## src/rtl/instr_fetch_seq_if.sv

```systemverilog
// Instruction-fetch memory handshake: req/ack with address out and read data back.
// The sequencer takes the master side; the instruction memory takes the slave side.
interface instr_fetch_seq_if #(
    parameter int XLEN = 32
);
    logic            mem_req;
    logic [XLEN-1:0] mem_addr;
    logic            mem_ack;
    logic [XLEN-1:0] mem_rdata;

    modport master (
        output mem_req,
        output mem_addr,
        input  mem_ack,
        input  mem_rdata
    );

    modport slave (
        input  mem_req,
        input  mem_addr,
        output mem_ack,
        output mem_rdata
    );
endinterface

```

## src/rtl/instr_fetch_seq.sv

```systemverilog
// Single-issue fetch/decode sequencer driving the OP-IMM and OP execute-unit enables.
// Optional macro FETCH_TIMEOUT_EN adds a fetch-wait limit that raises fetch_fault and halts.
module instr_fetch_seq #(
    parameter int              XLEN           = 32,
    parameter logic [XLEN-1:0] RESET_PC       = '0,
    parameter int              EXEC_CYCLES    = 2,
    parameter int              TIMEOUT_CYCLES = 16
) (
    input  logic                 clk,
    input  logic                 rst,
    input  logic                 run,
    instr_fetch_seq_if.master    mem,
    output logic [XLEN-1:0]      instruction,
    output logic [XLEN-1:0]      pc,
    output logic                 alu_imm_enable_n,
    output logic                 alu_reg_enable_n,
    output logic                 illegal,
    output logic                 fetch_fault,
    output logic                 halted
);

    localparam logic [XLEN-1:0] NOP       = XLEN'(32'h0000_0013);
    localparam logic [6:0]      OPC_IMM   = 7'b0010011;
    localparam logic [6:0]      OPC_REG   = 7'b0110011;
    localparam int              EW        = (EXEC_CYCLES > 1) ? $clog2(EXEC_CYCLES) : 1;
    localparam logic [EW-1:0]   EXEC_LAST = EW'(EXEC_CYCLES - 1);

    if (EXEC_CYCLES < 2 || TIMEOUT_CYCLES < 1 || RESET_PC[1:0] != 2'b00) begin : g_bad_param
        $error("instr_fetch_seq: EXEC_CYCLES>=2, TIMEOUT_CYCLES>=1 and aligned RESET_PC required");
    end

    typedef enum logic [2:0] {
        IDLE   = 3'd0,
        FETCH  = 3'd1,
        DECODE = 3'd2,
        EXEC   = 3'd3,
        HALT   = 3'd4
    } state_t;

    state_t          state, state_nxt;
    logic [XLEN-1:0] pc_nxt, addr_nxt, instr_nxt;
    logic            req_nxt, imm_n_nxt, reg_n_nxt, illegal_nxt, halted_nxt;
    logic [EW-1:0]   exec_cnt, exec_cnt_nxt;

`ifdef FETCH_TIMEOUT_EN
    localparam int            WW        = (TIMEOUT_CYCLES > 1) ? $clog2(TIMEOUT_CYCLES) : 1;
    localparam logic [WW-1:0] WAIT_LAST = WW'(TIMEOUT_CYCLES - 1);
    logic [WW-1:0] wait_cnt, wait_cnt_nxt;
    logic          fault_nxt;
`endif

    // Every output is registered; this block computes all next values with hold as the default.
    always_comb begin
        state_nxt    = state;
        pc_nxt       = pc;
        req_nxt      = mem.mem_req;
        addr_nxt     = mem.mem_addr;
        instr_nxt    = instruction;
        imm_n_nxt    = alu_imm_enable_n;
        reg_n_nxt    = alu_reg_enable_n;
        illegal_nxt  = illegal;
        halted_nxt   = halted;
        exec_cnt_nxt = exec_cnt;
`ifdef FETCH_TIMEOUT_EN
        wait_cnt_nxt = wait_cnt;
        fault_nxt    = fetch_fault;
`endif
        case (state)
            IDLE: begin
                if (run) begin
                    state_nxt = FETCH;
                    req_nxt   = 1'b1;
                    addr_nxt  = pc;
`ifdef FETCH_TIMEOUT_EN
                    wait_cnt_nxt = '0;
`endif
                end
            end
            FETCH: begin
                // An ack always wins over a timeout landing on the same cycle.
                if (mem.mem_ack) begin
                    instr_nxt = mem.mem_rdata;
                    req_nxt   = 1'b0;
                    state_nxt = DECODE;
                end
`ifdef FETCH_TIMEOUT_EN
                else if (wait_cnt == WAIT_LAST) begin
                    fault_nxt  = 1'b1;
                    halted_nxt = 1'b1;
                    req_nxt    = 1'b0;
                    state_nxt  = HALT;
                end else begin
                    wait_cnt_nxt = wait_cnt + 1'b1;
                end
`endif
            end
            DECODE: begin
                exec_cnt_nxt = '0;
                case (instruction[6:0])
                    OPC_IMM: begin
                        imm_n_nxt = 1'b0;
                        state_nxt = EXEC;
                    end
                    OPC_REG: begin
                        reg_n_nxt = 1'b0;
                        state_nxt = EXEC;
                    end
                    default: begin
                        illegal_nxt = 1'b1;
                        halted_nxt  = 1'b1;
                        state_nxt   = HALT;
                    end
                endcase
            end
            EXEC: begin
                if (exec_cnt == EXEC_LAST) begin
                    imm_n_nxt = 1'b1;
                    reg_n_nxt = 1'b1;
                    pc_nxt    = pc + XLEN'(4);
                    if (run) begin
                        state_nxt = FETCH;
                        req_nxt   = 1'b1;
                        addr_nxt  = pc + XLEN'(4);
`ifdef FETCH_TIMEOUT_EN
                        wait_cnt_nxt = '0;
`endif
                    end else begin
                        state_nxt = IDLE;
                    end
                end else begin
                    exec_cnt_nxt = exec_cnt + 1'b1;
                end
            end
            HALT: begin
                halted_nxt = 1'b1;
                req_nxt    = 1'b0;
                imm_n_nxt  = 1'b1;
                reg_n_nxt  = 1'b1;
            end
            default: begin
                state_nxt = IDLE;
            end
        endcase
    end

    always_ff @(posedge clk or posedge rst) begin
        if (rst) begin
            state            <= IDLE;
            pc               <= RESET_PC;
            mem.mem_req      <= 1'b0;
            mem.mem_addr     <= '0;
            instruction      <= NOP;
            alu_imm_enable_n <= 1'b1;
            alu_reg_enable_n <= 1'b1;
            illegal          <= 1'b0;
            halted           <= 1'b0;
            exec_cnt         <= '0;
        end else begin
            state            <= state_nxt;
            pc               <= pc_nxt;
            mem.mem_req      <= req_nxt;
            mem.mem_addr     <= addr_nxt;
            instruction      <= instr_nxt;
            alu_imm_enable_n <= imm_n_nxt;
            alu_reg_enable_n <= reg_n_nxt;
            illegal          <= illegal_nxt;
            halted           <= halted_nxt;
            exec_cnt         <= exec_cnt_nxt;
        end
    end

`ifdef FETCH_TIMEOUT_EN
    always_ff @(posedge clk or posedge rst) begin
        if (rst) begin
            wait_cnt    <= '0;
            fetch_fault <= 1'b0;
        end else begin
            wait_cnt    <= wait_cnt_nxt;
            fetch_fault <= fault_nxt;
        end
    end
`else
    assign fetch_fault = 1'b0;
`endif

endmodule

```

## src/flat_wrapper.sv

```systemverilog
// flat-port wrapper written by rule: the top's interface ports become plain ports
module instr_fetch_seq_flat 
#(
    parameter int              XLEN           = 32,
    parameter logic [XLEN-1:0] RESET_PC       = '0,
    parameter int              EXEC_CYCLES    = 2,
    parameter int              TIMEOUT_CYCLES = 16
)
  (clk, rst, run, instruction, pc, alu_imm_enable_n, alu_reg_enable_n, illegal, fetch_fault, halted, mem_mem_req, mem_mem_addr, mem_mem_ack, mem_mem_rdata);
  instr_fetch_seq_if #(.XLEN(XLEN)) mem_i ();
  input  logic clk;
  input  logic rst;
  input  logic run;
  output logic [XLEN-1:0] instruction;
  output logic [XLEN-1:0] pc;
  output logic alu_imm_enable_n;
  output logic alu_reg_enable_n;
  output logic illegal;
  output logic fetch_fault;
  output logic halted;
  output wire logic [$bits(mem_i.mem_req)-1:0] mem_mem_req;
  output wire logic [$bits(mem_i.mem_addr)-1:0] mem_mem_addr;
  input wire logic [$bits(mem_i.mem_ack)-1:0] mem_mem_ack;
  input wire logic [$bits(mem_i.mem_rdata)-1:0] mem_mem_rdata;
  assign mem_mem_req = mem_i.mem_req;
  assign mem_mem_addr = mem_i.mem_addr;
  assign mem_i.mem_ack = mem_mem_ack;
  assign mem_i.mem_rdata = mem_mem_rdata;
  instr_fetch_seq #(.XLEN(XLEN), .RESET_PC(RESET_PC), .EXEC_CYCLES(EXEC_CYCLES), .TIMEOUT_CYCLES(TIMEOUT_CYCLES)) u_core (.clk(clk), .rst(rst), .run(run), .mem(mem_i), .instruction(instruction), .pc(pc), .alu_imm_enable_n(alu_imm_enable_n), .alu_reg_enable_n(alu_reg_enable_n), .illegal(illegal), .fetch_fault(fetch_fault), .halted(halted));
endmodule
```

## config.mk

```make
export PLATFORM = sky130hd
export DESIGN_NAME = instr_fetch_seq_flat
export DESIGN_NICKNAME = d
export VERILOG_FILES = /design/src/rtl/instr_fetch_seq_if.sv /design/src/rtl/instr_fetch_seq.sv /design/src/flat_wrapper.sv
export SDC_FILE = /design/constraint.sdc
export NUM_CORES = 1
export LEC_CHECK = 0
export BUFFER_PORTS_ARGS = -buffer_cell sky130_fd_sc_hd__buf_4
export CORE_MARGIN = 4
export CORE_UTILIZATION = 52
export CTS_BUF_LIST = sky130_fd_sc_hd__clkbuf_16
export DETAILED_ROUTE_END_ITERATION = 12
export PLACE_DENSITY_LB_ADDON = 0.05
export RECOVER_POWER = 50
export SLEW_MARGIN = 0
export SYNTH_ARGS = -nofsm -noshare
export SYNTH_HDL_FRONTEND = slang
export SYNTH_SLANG_ARGS = --single-unit
```

## constraint.sdc

```tcl
create_clock -name clk -period 3.2 [get_ports clk]
set_input_delay 0.16 -clock clk [delete_from_list [all_inputs] [get_ports clk]]
set_output_delay 0.16 -clock clk [all_outputs]
set_load 0.03 [all_outputs]
```

Yosys cells after proc, flatten, opt, wreduce, memory -nomap -nowiden:

Index checks and enable logic that the tools add are counted.

* $add $sub $neg: 2
* equal/unequal tests: 13
* multiplexer cells: 23
* bitwise operators: 2
* reduce and logical (&&, ||, !) cells: 16

Operators with widths (number)
* 32-bit 2-to-1 mux: 3
* 32-bit one-hot mux with 2 select lines: 1
* 32-bit by 3-bit adder with 32-bit output, second input constant: 1
* 3-bit one-hot mux with 5 select lines: 1
* 3-bit 2-to-1 mux: 4
* 1-bit 2-to-1 mux: 9
* 3-bit AND reduction: 3
* 2-bit != test, second input constant: 4
* 2-bit AND reduction: 4
* 4-bit AND reduction: 2
* 7-bit by 5-bit equality test with 1-bit output, second input constant: 1
* 7-bit by 6-bit equality test with 1-bit output, second input constant: 1
* 3-bit by 2-bit equality test with 1-bit output, second input constant: 2
* 2-bit by 1-bit != test with 1-bit output, second input constant: 3
* 1-bit one-hot mux with 3 select lines: 2
* 2-bit nonzero test: 3
* 1-bit one-hot mux with 2 select lines: 2
* 1-bit one-hot mux with 4 select lines: 1
* 4-bit nonzero test: 1
* 3-bit by 1-bit equality test with 1-bit output, second input constant: 1
* 3-bit equality test, second input constant: 1
* 3-bit logical NOT: 1
* 3-bit nonzero test: 1
* 1-bit inverter: 2
* 2 further kinds: 2

* register bits: 105
* bits of input ports: 36

Logic depth before layout (Yosys ltp):

* depth in word-level cells: 4
* depth in mapped cells: 6
* depth with buffers taken out: 5

Worst setup path after synthesis:

Ideal clock, no wire load.

* path kind: register to register
* start point: reg u_core.pc[2]
* end point: reg u_core.mem.mem_addr[20]
* setup time: 82 ps
* data arrival time: 2154 ps
* data required time: 3118 ps
* path slack: 964 ps
* stages on the path, launching flop included: 7
* buffers on the path: 1
* clock period less this slack: 2236 ps
* cell sequence: dfrtp_1 ha_1 nand3_4 or3_1 buf_2 or4_1 a31oi_1

* cells in the longest elaborated chain, start to end: 4

RTL lines
* start, declared: RTL line instr_fetch_seq.sv:14 `output logic [XLEN-1:0] pc,`
* start signal, assigned: RTL line instr_fetch_seq.sv:160 `pc <= pc_nxt;`
* 32-bit by 3-bit adder with 32-bit output: RTL line instr_fetch_seq.sv:123 `addr_nxt = pc + XLEN'(4);`
* 32-bit 2-to-1 mux: RTL line instr_fetch_seq.sv:120 `if (run) begin`
* 32-bit 2-to-1 mux: RTL line instr_fetch_seq.sv:116 `if (exec_cnt == EXEC_LAST) begin`
* 32-bit one-hot mux with 2 select lines: RTL line instr_fetch_seq.sv:68 `case (state)`
* end signal, assigned: RTL line instr_fetch_seq.sv:162 `mem.mem_addr <= addr_nxt;`
* end, declared: RTL line instr_fetch_seq_if.sv:13 `output mem_addr,`

No other way between the ends. The select of a mux whose other input is x is not followed.
A chain may end at the register's enable or synchronous reset.

Worst setup path in the final report:

* start point: reg u_core.state[2]
* end point: reg u_core.mem.mem_addr[20]

* cells in the longest elaborated chain, start to end: 3
* elaborated cells between the ends (all ways): 8
* those cells by class: eq/ne (4); mux (1); reduce/logical (3)

RTL lines
* start, declared: RTL line instr_fetch_seq.sv:40 `state_t state, state_nxt;`
* start signal, assigned: RTL line instr_fetch_seq.sv:159 `state <= state_nxt;`
* 3-bit by 2-bit equality test with 1-bit output / 3-bit logical NOT (equally long branches): RTL line instr_fetch_seq.sv:68
* 2-bit != test (no source line), or another cell as far along
* 4-bit AND reduction (no source line)

Parallel ways exist; a longest one is shown, timed or not.

==> flow_metrics.py <==
metrics = {
    "power_and_ir_drop": {
        "intPower_mw": 2.849,
        "power_switching_mw": 2.031,
        "total_leakage_power_nw": 2.422,
        "clkPwrFrac_pct": 22.0,
        "switching_share_pct": 41.62,
        "ir_worst_vdd_mv": 0.5756,
        "power.density_nw_per_um2": 832.2,
        "seqPwrFrac_pct": 40.1,
        "p_comb_share_pct": 37.9,
    },
    "sta": {
        "hold_violations": 0,
        "max_freq_mhz": 415.7,
        "setup_violations": 0,
        "slew_viol_final": 55,
        "hold_slack_ps": 21.91,
        "relSlewSlack_pct": -35.26,
        "setup_tns_ps": 0,
        "skew_ps": 8.839,
        "finalCritPeriodShare_pct": 75.18,
        "worst_pin_slew_ps": 2027,
        "fin_ws_ps": 794.2,
        "rsz0062_at_grt": "no",
        "post-route-min-period_ps": 2406,
    },
    "worst_setup_path": {
        "reg2reg_setup_slack_ps": 790,
        "required_ps": 3460,
        "path_max_fanout": 15,
        "r2r-end": "u_core.mem.mem_addr[20]",
        "setup.worst_path.class": "reg -> reg",
        "r2r_start": "u_core.state[2]",
        "startpoint_type": "flop",
        "r2r_cells": 5,
        "worst_ep_arrival_time_ps": 2670,
        "setup.worst_path.end_class": "flop",
    },
    "detailed_routing": {
        "drc": 0,
        "vias": 3907,
        "wl_um": 11390,
        "viasPerCell": 5.630,
        "drt_iter0_drc": 142,
        "first_pass_iters": 4,
        "avgRoutedWirePerCell_um": 16.41,
        "antenna_left": 0,
    },
    "logic_synthesis": {
        "async_reset_ff_share_pct": 100.0,
        "synth_mux_area_share_pct": 7.354,
        "synth_top_family_by_area": "simple AND/OR/NAND/NOR gates",
        "synth_cells": 457,
        "synth_area_leaders": "dfrtp_1, mux2_2, xnor2_1",
        "synth_top_area_share_pct": 49.03,
        "synth-simple-area-share_pct": 19.92,
        "synth_area_per_cell_sq_um": 10.72,
        "yosysTopAreaCell": "dfrtp_1",
        "syn_area_sq_um": 4900,
        "seq_area_frac_synth_pct": 51.71,
        "ys_types": 54,
        "synth_fa_ha_area_share_pct": 0.2554,
        "synth_most_common_cell": "dfrtp_1",
        "synth_xor_area_share_pct": 6.971,
        "yosysWarningCount": 0,
        "synth_ff_type": "dfrtp_1",
        "synth_common_cells": "dfrtp_1, nand2_1, mux2_2",
        "synth_compound_area_share_pct": 9.116,
        "synth_edf_count": 0,
        "yosys_register_bits": 101,
    },
    "hold_path": {
        "worstHoldPathType": "in -> reg",
        "worst_hold_path.endpoint": "u_core.instruction[5]",
        "holdPathStages": 3,
        "worstHoldStart": "mem_mem_rdata[5]",
    },
    "placed_design": {
        "preCtsSetupSlack_ps": 959.9,
        "port_buffers": 132,
        "place_hpwl_um": 8179,
        "routabilityCongestion": 0.8098,
    },
    "floorplan": {
        "io_pins": 138,
        "dieArea_sq_um": 11040,
        "die_h_um": 105.1,
        "rows": 35,
        "coreArea_sq_um": 9196,
        "die_x_um": 105.1,
        "initial_core_util_pct": 53.28,
    },
    "global_route": {
        "grt_max_degree": 55,
        "grt_usage_pct": 21.61,
        "antenna_found_initial": 0,
        "grt_pass1_wl_um": 19350,
        "grt_pass1_vias": 3874,
        "overflow": 0,
    },
    "clock_network": {
        "cts_made_buffers": 9,
        "cts_setup_buffers": 0,
        "clock-sinks": 101,
        "clockBufferDepth": 2,
        "path_clk_slew_ps": 70,
        "clock_latency_ps": 340,
        "cts_tree": "yes",
        "root_buffer": "clkbuf_16",
        "h-tree-depth": 3,
    },
    "status": {
        "status": "finished with violations",
        "violations": "max-capacitance violations, max-slew violations",
    },
    "final_layout": {
        "area_growth_syn_to_layout_pct": 19.66,
        "nets": 615,
        "n_antenna_cell": 0,
        "final_layout_size_suffix_gt1_share_pct": 18.01,
    },
    "job": {
        "max_cap_viol_count": 1,
    },
}
## critical path, cell delays in order, from the launching register on
cell and delay, ps:
dfrtp_1 520, nand3b_1 230, clkbuf_1 300, or3_1 550, or4_1 540, a31oi_1 180
## per-layer routing
metal  GRT usage, %  part of all wire [%]
met1          28.66                    44
met2          34.69                    48
met3          6.053                   6.5
met4          6.467                   1.5
met5              0                     0
## repair_timing
item,4_1_cts,5_1_grt
endpoints found under the setup margin,0,0
endpoints found under the hold margin,49,0
resized for setup,0,0
hold buffers,1,0
## power by group through the flow
stage | clock network [mW] | logic (mW) | registers, mW
3_3_place_gp | 0 | 2.14 | 1.97
2_1_floorplan | 0 | 0.742 | 2.61
4_1_cts | 1.10 | 2.17 | 1.97
3_5_place_dp | 0 | 2.17 | 1.99
6_report | 1.08 | 1.85 | 1.96
5_1_grt | 1.16 | 2.01 | 2.02
## kinds of logic (layout without fill, tap and decap cells)
kind of cell / count (synthesis) / after routing
fa+ha+maj: 1 / 1
flops: 101 / 101
mux: 32 / 32
buf+inv: 43 / 165
xor+xnor: 39 / 39
other cells: 1 / 5
compound gates: 68 / 68
simple gates: 172 / 172
## how the worst max path moves through the flow
stage / start / end / cells past startpoint
after floorplan: rst / u_core.exec_cnt / 1
after global placement: u_core.state[2] / u_core.mem.mem_addr[20] / 5
after detailed placement: u_core.state[2] / u_core.mem.mem_addr[20] / 5
after CTS: u_core.state[2] / u_core.mem.mem_addr[20] / 5
after global routing: rst / u_core.pc[14] / 4
final: u_core.state[2] / u_core.mem.mem_addr[20] / 5
## metrics by stage
step	instance area, sq um	cells	util [%]	power (mW)
global route	5863	694	63.76	5.182
finish	5863	694	63.76	4.879
CTS	6226	694	67.70	5.239
global placement	5923	677	64.41	4.107
floorplan	4915	461	-	3.353
detailed placement	5923	677	64.41	4.156
## flip-flops by register name, indices dropped and copies added, names as in the netlist
register / count
u_core.exec_cnt: 1
u_core.alu_imm_enable_n: 1
u_core.instruction: 32
u_core.pc: 30
u_core.illegal: 1
u_core.alu_reg_enable_n: 1
u_core.mem.mem_addr: 30
u_core.mem.mem_req: 1
u_core.halted: 1
u_core.state: 3
## cells in the final DEF (no fill, tap or decap), drive strengths merged, types with 9 or more instances in the layout
cell / synthesis / layout
o21ai: 21 / 21
nand2: 36 / 36
inv: 10 / 11
nor2: 30 / 30
nand4: 21 / 21
xor2: 15 / 15
mux2: 32 / 32
xnor2: 24 / 24
clkbuf: 17 / 106
a31oi: 17 / 17
nand3: 21 / 21
nor3: 9 / 9
buf: 16 / 41
dfrtp: 96 / 96
## layout make-up
type	instances	area, sq um
Fill cell	852	3333
Sequential cell	101	2534
Multi-Input combinational cell	317	2162
Timing Repair Buffer	139	698.2
Clock buffer	9	225.2
Tap cell	111	138.9
Clock inverter	7	67.56
Inverter	10	37.54
No activity file was read; power rests on OpenSTA's default activity.
